--- config.mk ---
export PLATFORM = sky130hd
export DESIGN_NAME = uart_rx_core_flat
export DESIGN_NICKNAME = d
export VERILOG_FILES = /design/src/rtl/uart_rx_core_if.sv /design/src/rtl/uart_rx_core.sv /design/src/flat_wrapper.sv
export SDC_FILE = /design/constraint.sdc
export NUM_CORES = 1
export LEC_CHECK = 0
export BUFFER_PORTS_ARGS = -buffer_cell sky130_fd_sc_hd__buf_2
export CORE_MARGIN = 2
export CORE_UTILIZATION = 39
export DETAILED_ROUTE_END_ITERATION = 12
export PLACE_DENSITY_LB_ADDON = 0.3
export SYNTH_ARGS = -nofsm -noshare
export SYNTH_HDL_FRONTEND = slang
export SYNTH_SLANG_ARGS = --single-unit
--- constraint.sdc ---
create_clock -name clk -period 2.97 [get_ports clk]
set_input_delay 0.1485 -clock clk [delete_from_list [all_inputs] [get_ports clk]]
set_output_delay 0.1485 -clock clk [all_outputs]
set_load 0.02 [all_outputs]
--- src/rtl/uart_rx_core_if.sv ---
// uart_rx_core_if
// Output bundle of the UART receiver: the single-entry valid/ready byte
// register plus the one-cycle error pulses.
//   rx_data     8  received byte
//   rx_valid    1  rx_data holds an unconsumed byte
//   rx_ready    1  consumer accepts rx_data when rx_valid && rx_ready
//   frame_err   1  pulse: stop bit sampled low
//   parity_err  1  pulse: parity mismatch (always 0 without parity support)
//   overrun     1  pulse: byte dropped because the holding register was full
// master = receiver side, slave = consumer side.
`timescale 1ns/1ps
interface uart_rx_core_if;
    logic [7:0] rx_data;
    logic       rx_valid;
    logic       rx_ready;
    logic       frame_err;
    logic       parity_err;
    logic       overrun;

    modport master (
        output rx_data, rx_valid, frame_err, parity_err, overrun,
        input  rx_ready
    );

    modport slave (
        input  rx_data, rx_valid, frame_err, parity_err, overrun,
        output rx_ready
    );
endinterface

--- src/rtl/uart_rx_core.sv ---
// uart_rx_core
// 16x oversampling UART receiver. Synchronises rx, deframes 8N1 characters
// (8E1 when the UART_RX_PARITY_EN macro is defined) and holds each byte in a
// single-entry valid/ready register. Errors are reported as one-cycle pulses.
// Ports:
//   clk    in   system clock, rising edge
//   rst    in   asynchronous active-high reset
//   rx     in   serial line, idles high, asynchronous to clk
//   rx_if  master modport of uart_rx_core_if (rx_data, rx_valid, rx_ready,
//          frame_err, parity_err, overrun)
// Parameters: CLK_FREQ (Hz), BAUD (bit/s). Oversample divider is
// CLK_FREQ/(BAUD*16), truncated.
`timescale 1ns/1ps
module uart_rx_core #(
    parameter int CLK_FREQ = 50_000_000,
    parameter int BAUD     = 9600
) (
    input  logic             clk,
    input  logic             rst,
    input  logic             rx,
    uart_rx_core_if.master   rx_if
);
    localparam int OVS_DIV = CLK_FREQ / (BAUD * 16);
    localparam int CNT_W   = (OVS_DIV > 1) ? $clog2(OVS_DIV) : 1;

    typedef enum logic [2:0] {
        S_IDLE,
        S_START,
        S_DATA,
`ifdef UART_RX_PARITY_EN
        S_PARITY,
`endif
        S_STOP,
        S_BREAK
    } state_t;

    state_t             state_q;
    logic               rx_meta_q;
    logic               rxs_q;
    logic               rxs_prev_q;
    logic [CNT_W-1:0]   tick_cnt_q;
    logic [3:0]         sc_q;
    logic [2:0]         bit_idx_q;
    logic               samp7_q;
    logic               samp8_q;
    logic [7:0]         shift_q;
    logic [7:0]         rx_data_q;
    logic               rx_valid_q;
    logic               frame_err_q;
    logic               overrun_q;
`ifdef UART_RX_PARITY_EN
    logic               par_bad_q;
    logic               parity_err_q;
`endif

    logic tick;
    logic fall;
    logic maj;

    assign tick = (tick_cnt_q == CNT_W'(OVS_DIV - 1));
    assign fall = rxs_prev_q & ~rxs_q;
    // Majority vote of the samples taken at sc = 7, 8 and the live one at sc = 9.
    assign maj  = (samp7_q & samp8_q) | (samp7_q & rxs_q) | (samp8_q & rxs_q);

    always_ff @(posedge clk or posedge rst) begin
        if (rst) begin
            state_q      <= S_IDLE;
            rx_meta_q    <= 1'b1;
            rxs_q        <= 1'b1;
            rxs_prev_q   <= 1'b1;
            tick_cnt_q   <= '0;
            sc_q         <= 4'd0;
            bit_idx_q    <= 3'd0;
            samp7_q      <= 1'b1;
            samp8_q      <= 1'b1;
            shift_q      <= 8'h00;
            rx_data_q    <= 8'h00;
            rx_valid_q   <= 1'b0;
            frame_err_q  <= 1'b0;
            overrun_q    <= 1'b0;
`ifdef UART_RX_PARITY_EN
            par_bad_q    <= 1'b0;
            parity_err_q <= 1'b0;
`endif
        end else begin
            rx_meta_q   <= rx;
            rxs_q       <= rx_meta_q;
            rxs_prev_q  <= rxs_q;
            frame_err_q <= 1'b0;
            overrun_q   <= 1'b0;
`ifdef UART_RX_PARITY_EN
            parity_err_q <= 1'b0;
`endif
            // Consumption; a byte completing this same cycle overrides below.
            if (rx_valid_q && rx_if.rx_ready) begin
                rx_valid_q <= 1'b0;
            end

            case (state_q)
                S_IDLE: begin
                    tick_cnt_q <= '0;
                    if (fall) begin
                        state_q   <= S_START;
                        sc_q      <= 4'd0;
                        bit_idx_q <= 3'd0;
                    end
                end
                S_BREAK: begin
                    tick_cnt_q <= '0;
                    if (rxs_q) begin
                        state_q <= S_IDLE;
                    end
                end
                default: begin
                    tick_cnt_q <= tick ? '0 : tick_cnt_q + 1'b1;
                    if (tick) begin
                        sc_q <= sc_q + 4'd1;
                        if (sc_q == 4'd7) samp7_q <= rxs_q;
                        if (sc_q == 4'd8) samp8_q <= rxs_q;
                        if (sc_q == 4'd9) begin
                            case (state_q)
                                S_START: state_q <= maj ? S_IDLE : S_DATA;
                                S_DATA: begin
                                    shift_q   <= {maj, shift_q[7:1]};
                                    bit_idx_q <= bit_idx_q + 3'd1;
                                    if (bit_idx_q == 3'd7) begin
`ifdef UART_RX_PARITY_EN
                                        state_q <= S_PARITY;
`else
                                        state_q <= S_STOP;
`endif
                                    end
                                end
`ifdef UART_RX_PARITY_EN
                                S_PARITY: begin
                                    // Even parity: data bits plus parity bit XOR to 0.
                                    par_bad_q <= maj ^ (^shift_q);
                                    state_q   <= S_STOP;
                                end
`endif
                                S_STOP: begin
                                    if (maj) begin
                                        state_q <= S_IDLE;
                                        if (!rx_valid_q || rx_if.rx_ready) begin
                                            rx_data_q  <= shift_q;
                                            rx_valid_q <= 1'b1;
                                        end else begin
                                            overrun_q <= 1'b1;
                                        end
`ifdef UART_RX_PARITY_EN
                                        parity_err_q <= par_bad_q;
`endif
                                    end else begin
                                        frame_err_q <= 1'b1;
                                        state_q     <= S_BREAK;
                                    end
                                end
                                default: ;
                            endcase
                        end
                    end
                end
            endcase
        end
    end

    assign rx_if.rx_data   = rx_data_q;
    assign rx_if.rx_valid  = rx_valid_q;
    assign rx_if.frame_err = frame_err_q;
    assign rx_if.overrun   = overrun_q;
`ifdef UART_RX_PARITY_EN
    assign rx_if.parity_err = parity_err_q;
`else
    assign rx_if.parity_err = 1'b0;
`endif

endmodule

--- src/flat_wrapper.sv ---
// flat-port wrapper written by rule: the top's interface ports become plain ports
module uart_rx_core_flat 
#(
    parameter int CLK_FREQ = 50_000_000,
    parameter int BAUD     = 9600
)
  (clk, rst, rx, rx_if_rx_data, rx_if_rx_valid, rx_if_frame_err, rx_if_parity_err, rx_if_overrun, rx_if_rx_ready);
  uart_rx_core_if rx_if_i ();
  input  logic clk;
  input  logic rst;
  input  logic rx;
  output wire logic [$bits(rx_if_i.rx_data)-1:0] rx_if_rx_data;
  output wire logic [$bits(rx_if_i.rx_valid)-1:0] rx_if_rx_valid;
  output wire logic [$bits(rx_if_i.frame_err)-1:0] rx_if_frame_err;
  output wire logic [$bits(rx_if_i.parity_err)-1:0] rx_if_parity_err;
  output wire logic [$bits(rx_if_i.overrun)-1:0] rx_if_overrun;
  input wire logic [$bits(rx_if_i.rx_ready)-1:0] rx_if_rx_ready;
  assign rx_if_rx_data = rx_if_i.rx_data;
  assign rx_if_rx_valid = rx_if_i.rx_valid;
  assign rx_if_frame_err = rx_if_i.frame_err;
  assign rx_if_parity_err = rx_if_i.parity_err;
  assign rx_if_overrun = rx_if_i.overrun;
  assign rx_if_i.rx_ready = rx_if_rx_ready;
  uart_rx_core #(.CLK_FREQ(CLK_FREQ), .BAUD(BAUD)) u_core (.clk(clk), .rst(rst), .rx(rx), .rx_if(rx_if_i));
endmodule
==> flow_summary.yaml <==
layout:
  seqCellArea_um2: 1082
  final_nets: 191
  areaGrowthSynthToFinish_pct: 12.41
  diodes: 0
  nFillCells: 449
  layoutNonFillerInstCount: 248
  multiInputGateArea_um2: 843.3
  drive_above_1_share_pct: 29.28
placement:
  place_congestion: 0.8373
  place_inst: 239
  port_buffers: 14
  dp_hpwl_mm: 2.345
die:
  die_h_um: 75.18
  pin_count: 16
  fp.dieW_um: 75.18
  fp-row-count: 25
  dieArea_um2: 5651
  start_util_pct: 41.01
  core_um2: 4817
setup_path:
  crit_path_max_fanout: 8
  crit_chain: "inv_1 > ha_1 > nand4bb_1 > nor2_1 > and3_1 > mux2_2"
  critPathKind: "reg -> reg"
  cp.arrival_ns: 2.29
  slowest_stage: "dfrtp_1"
  startpoint: "u_core.tick_cnt_q[0]$_DFF_PP0_"
  cp.required_ns: 3.15
  crit_path_max_incr_delay_ns: 0.43
  r2r-start: "u_core.tick_cnt_q[0]$_DFF_PP0_"
  crit_buf_inv: 1
  startpoint_type: "flip-flop"
  critPathCaptureType: "flip-flop"
  critPathTopFamily: "simple AND/OR/NAND/NOR gates"
route:
  drtAntennaViolNets: 0
  viasPerCell: 4.923
  drtIter0Drc: 56
  vias: 1221
  wl_per_cell_um: 12.86
  dr.pass1.iters: 4
  drt-total-wl_mm: 3.190
  drc: 0
timing:
  final.period_utilization_pct: 71.07
  min_period_ns: 2.111
  clock.fmax_ghz: 0.4737
  slew_headroom_pct: 44.81
  hold_violations: 0
  rsz0062_at_grt: "false"
  clock_skew_ns: 0.01159
  slew_viol_final: 0
  tightest_slew_ns: 0.8270
  setup-violations-final: 0
  fin_tns_setup_ns: 0
logic_synthesis:
  synth_top_area_share_pct: 48.13
  syn_area_um2: 1976
  synth_area_leaders: "dfrtp_1 48%, mux2_2 11%, dfstp_2 6.6%"
  yosysMostFrequentCell: "dfrtp_1"
  synthCells: 160
  yosys.area.top_type: "dfrtp_1"
  synth_ff_type: "dfrtp_1"
  synthArstFlopShare_pct: 100.0
  ys_seq_area_share_pct: 54.78
  yosysUniqueCellTypes: 41
  synth_fp_nets: 171
  synth.avg_cell_area_um2: 12.35
  synth_warnings: 0
  ys_seq_elements: 43
  synthTopCellsByCount: "38 x dfrtp_1, 19 x mux2_2, 14 x nor2_1, 9 x nand2_1, 8 x inv_1"
  synth_edf_count: 0
clock_network:
  cts.path.max_buffers: 2
  cts_resized: 0
  cts_root_buf: "clkbuf_8"
  cts_inserted_buffers: 5
  tritoncts: "yes"
  ctsHtreeMaxLevel: 2
  clkSinkCount: 43
  clk_pin_slew_ns: 0.08
  clk_latency_ns: 0.30
power:
  p_sw_w: 0.0003338
  switching_share_pct: 27.78
  ir_drop_v: 0.0003038
  power-per-cell-area_nw_per_um2: 541.0
  p_clk_share_pct: 31.1
  pwr-share-seq_pct: 57.7
  power_frac_comb_pct: 11.2
  p_leak_nw: 1.093
  p_int_w: 0.0008676
global_routing:
  overflow: 0
  track_usage_pct: 13.36
  grt_max_degree: 23
  grt_pass1_vias: 1214
  grt_pass1_wl_mm: 5.644
  antenna_found_initial: 0
run:
  drv_cap: 0
status:
  outcome: "complete, no violations"
min_path:
  worstHoldPathType: "in -> async"
logic make-up after synthesis:
kind of cell             synth area share, %
XOR/XNOR                               2.660
AO/OA/AOI/OAI                          6.270
AND/OR/NAND/NOR                        15.52
multiplexers                           13.05
adder cells (fa/ha/maj)                5.003
flip-flops                             54.78
buffers and inverters                  2.533
other                                 0.1898
registers in the layout (all words and copies together), names as in the netlist:
register and flops:
u_core.sc_q 4, u_core.rx_if.rx_valid 1, u_core.samp8_q 1, u_core.rx_if.overrun 1
u_core.shift_q 8, u_core.rx_meta_q 1, u_core.rxs_prev_q 1, u_core.rxs_q 1
u_core.rx_if.rx_data 8, u_core.samp7_q 1, u_core.state_q 3, u_core.tick_cnt_q 9
u_core.bit_idx_q 3, u_core.rx_if.frame_err 1
routing by layer:
metal	up-vias	GRT usage (%)	share of wire (%)
met3	5	4.016	3.7
met1	597	16.84	46
li1	597	-	-
met5	-	0	0
met4	0	4.678	1.3
met2	22	21.93	49
layout make-up:
cell class              instances  share of cell area [%]
clock buffers                   5                   3.099
clock inverters                 3                   1.127
inverters                       8                   1.352
multi-input cells             106                   37.97
flip-flops and latches         43                   48.73
well taps                      67                   3.775
repair buffers                 16                   3.944
power by group through the flow:
| stage | logic [W] | clock network (W) | registers, W |
|---|---|---|---|
| after floorplan | 0.000113 | 0 | 0.000688 |
| after global placement | 0.000131 | 0 | 0.000699 |
| after detailed placement | 0.000135 | 0 | 0.000704 |
| after CTS | 0.000137 | 0.000388 | 0.000692 |
| after global routing | 0.000163 | 0.000414 | 0.000701 |
| final | 0.000135 | 0.000374 | 0.000693 |
worst paths after layout:
kind / endpoint / slack [ns] / cells past startpoint
worst min register to register: u_core.rxs_q$_DFF_PP1_ / 0.36 / 0
worst max-delay path: u_core.rx_if.rx_data[5]$_DFFE_PP0P_ / 0.86 / 6
min in group clk: u_core.rx_if.rx_valid$_DFF_PP0_ / 0.16 / 3
worst max register to register: u_core.rx_if.rx_data[5]$_DFFE_PP0P_ / 0.86 / 6
max in group asynchronous: u_core.rx_if.rx_data[5]$_DFFE_PP0P_ / 2.17 / 3
worst min-delay path: u_core.tick_cnt_q[6]$_DFF_PP0_ / 0.004 / 2
through the flow:
| stage | hold WS (ns) | setup slack, ns | util, % | power [W] | area (µm²) |
|---|---|---|---|---|---|
| 6_report | 0.003805 | 0.8591 | 46.10 | 0.001201 | 2221 |
| 5_1_grt | 0.06190 | 0.6622 | 46.10 | 0.001278 | 2221 |
| 4_1_cts | 0.02872 | 0.8483 | 46.10 | 0.001217 | 2221 |
| 3_5_place_dp | 0.2546 | 0.8503 | 43.95 | 0.0008395 | 2117 |
| 3_3_place_gp | 0.2548 | 0.9300 | 43.95 | 0.0008300 | 2117 |
| 2_1_floorplan | 0.1530 | 1.160 | - | 0.0008016 | 1976 |
repair_timing:
item	4_1_cts	5_1_grt
hold buffers	1	0
endpoints found under the hold margin	1	0
setup buffers	0	0
layout by cell type, fill, tap and decap left out, types with 3 or more instances in the layout:
master,n
a21oi_1,4
buf_2,14
clkbuf_8,5
dfrtp_1,38
dfstp_2,5
ha_1,7
inv_1,8
mux2_1,3
mux2_2,19
nand2_1,9
nand3_1,3
nor2_1,14
nor2b_1,3
nor3_1,5
o21ai_0,3
or3_1,3
xnor2_1,4
No activity file was read; power rests on OpenSTA's default activity.
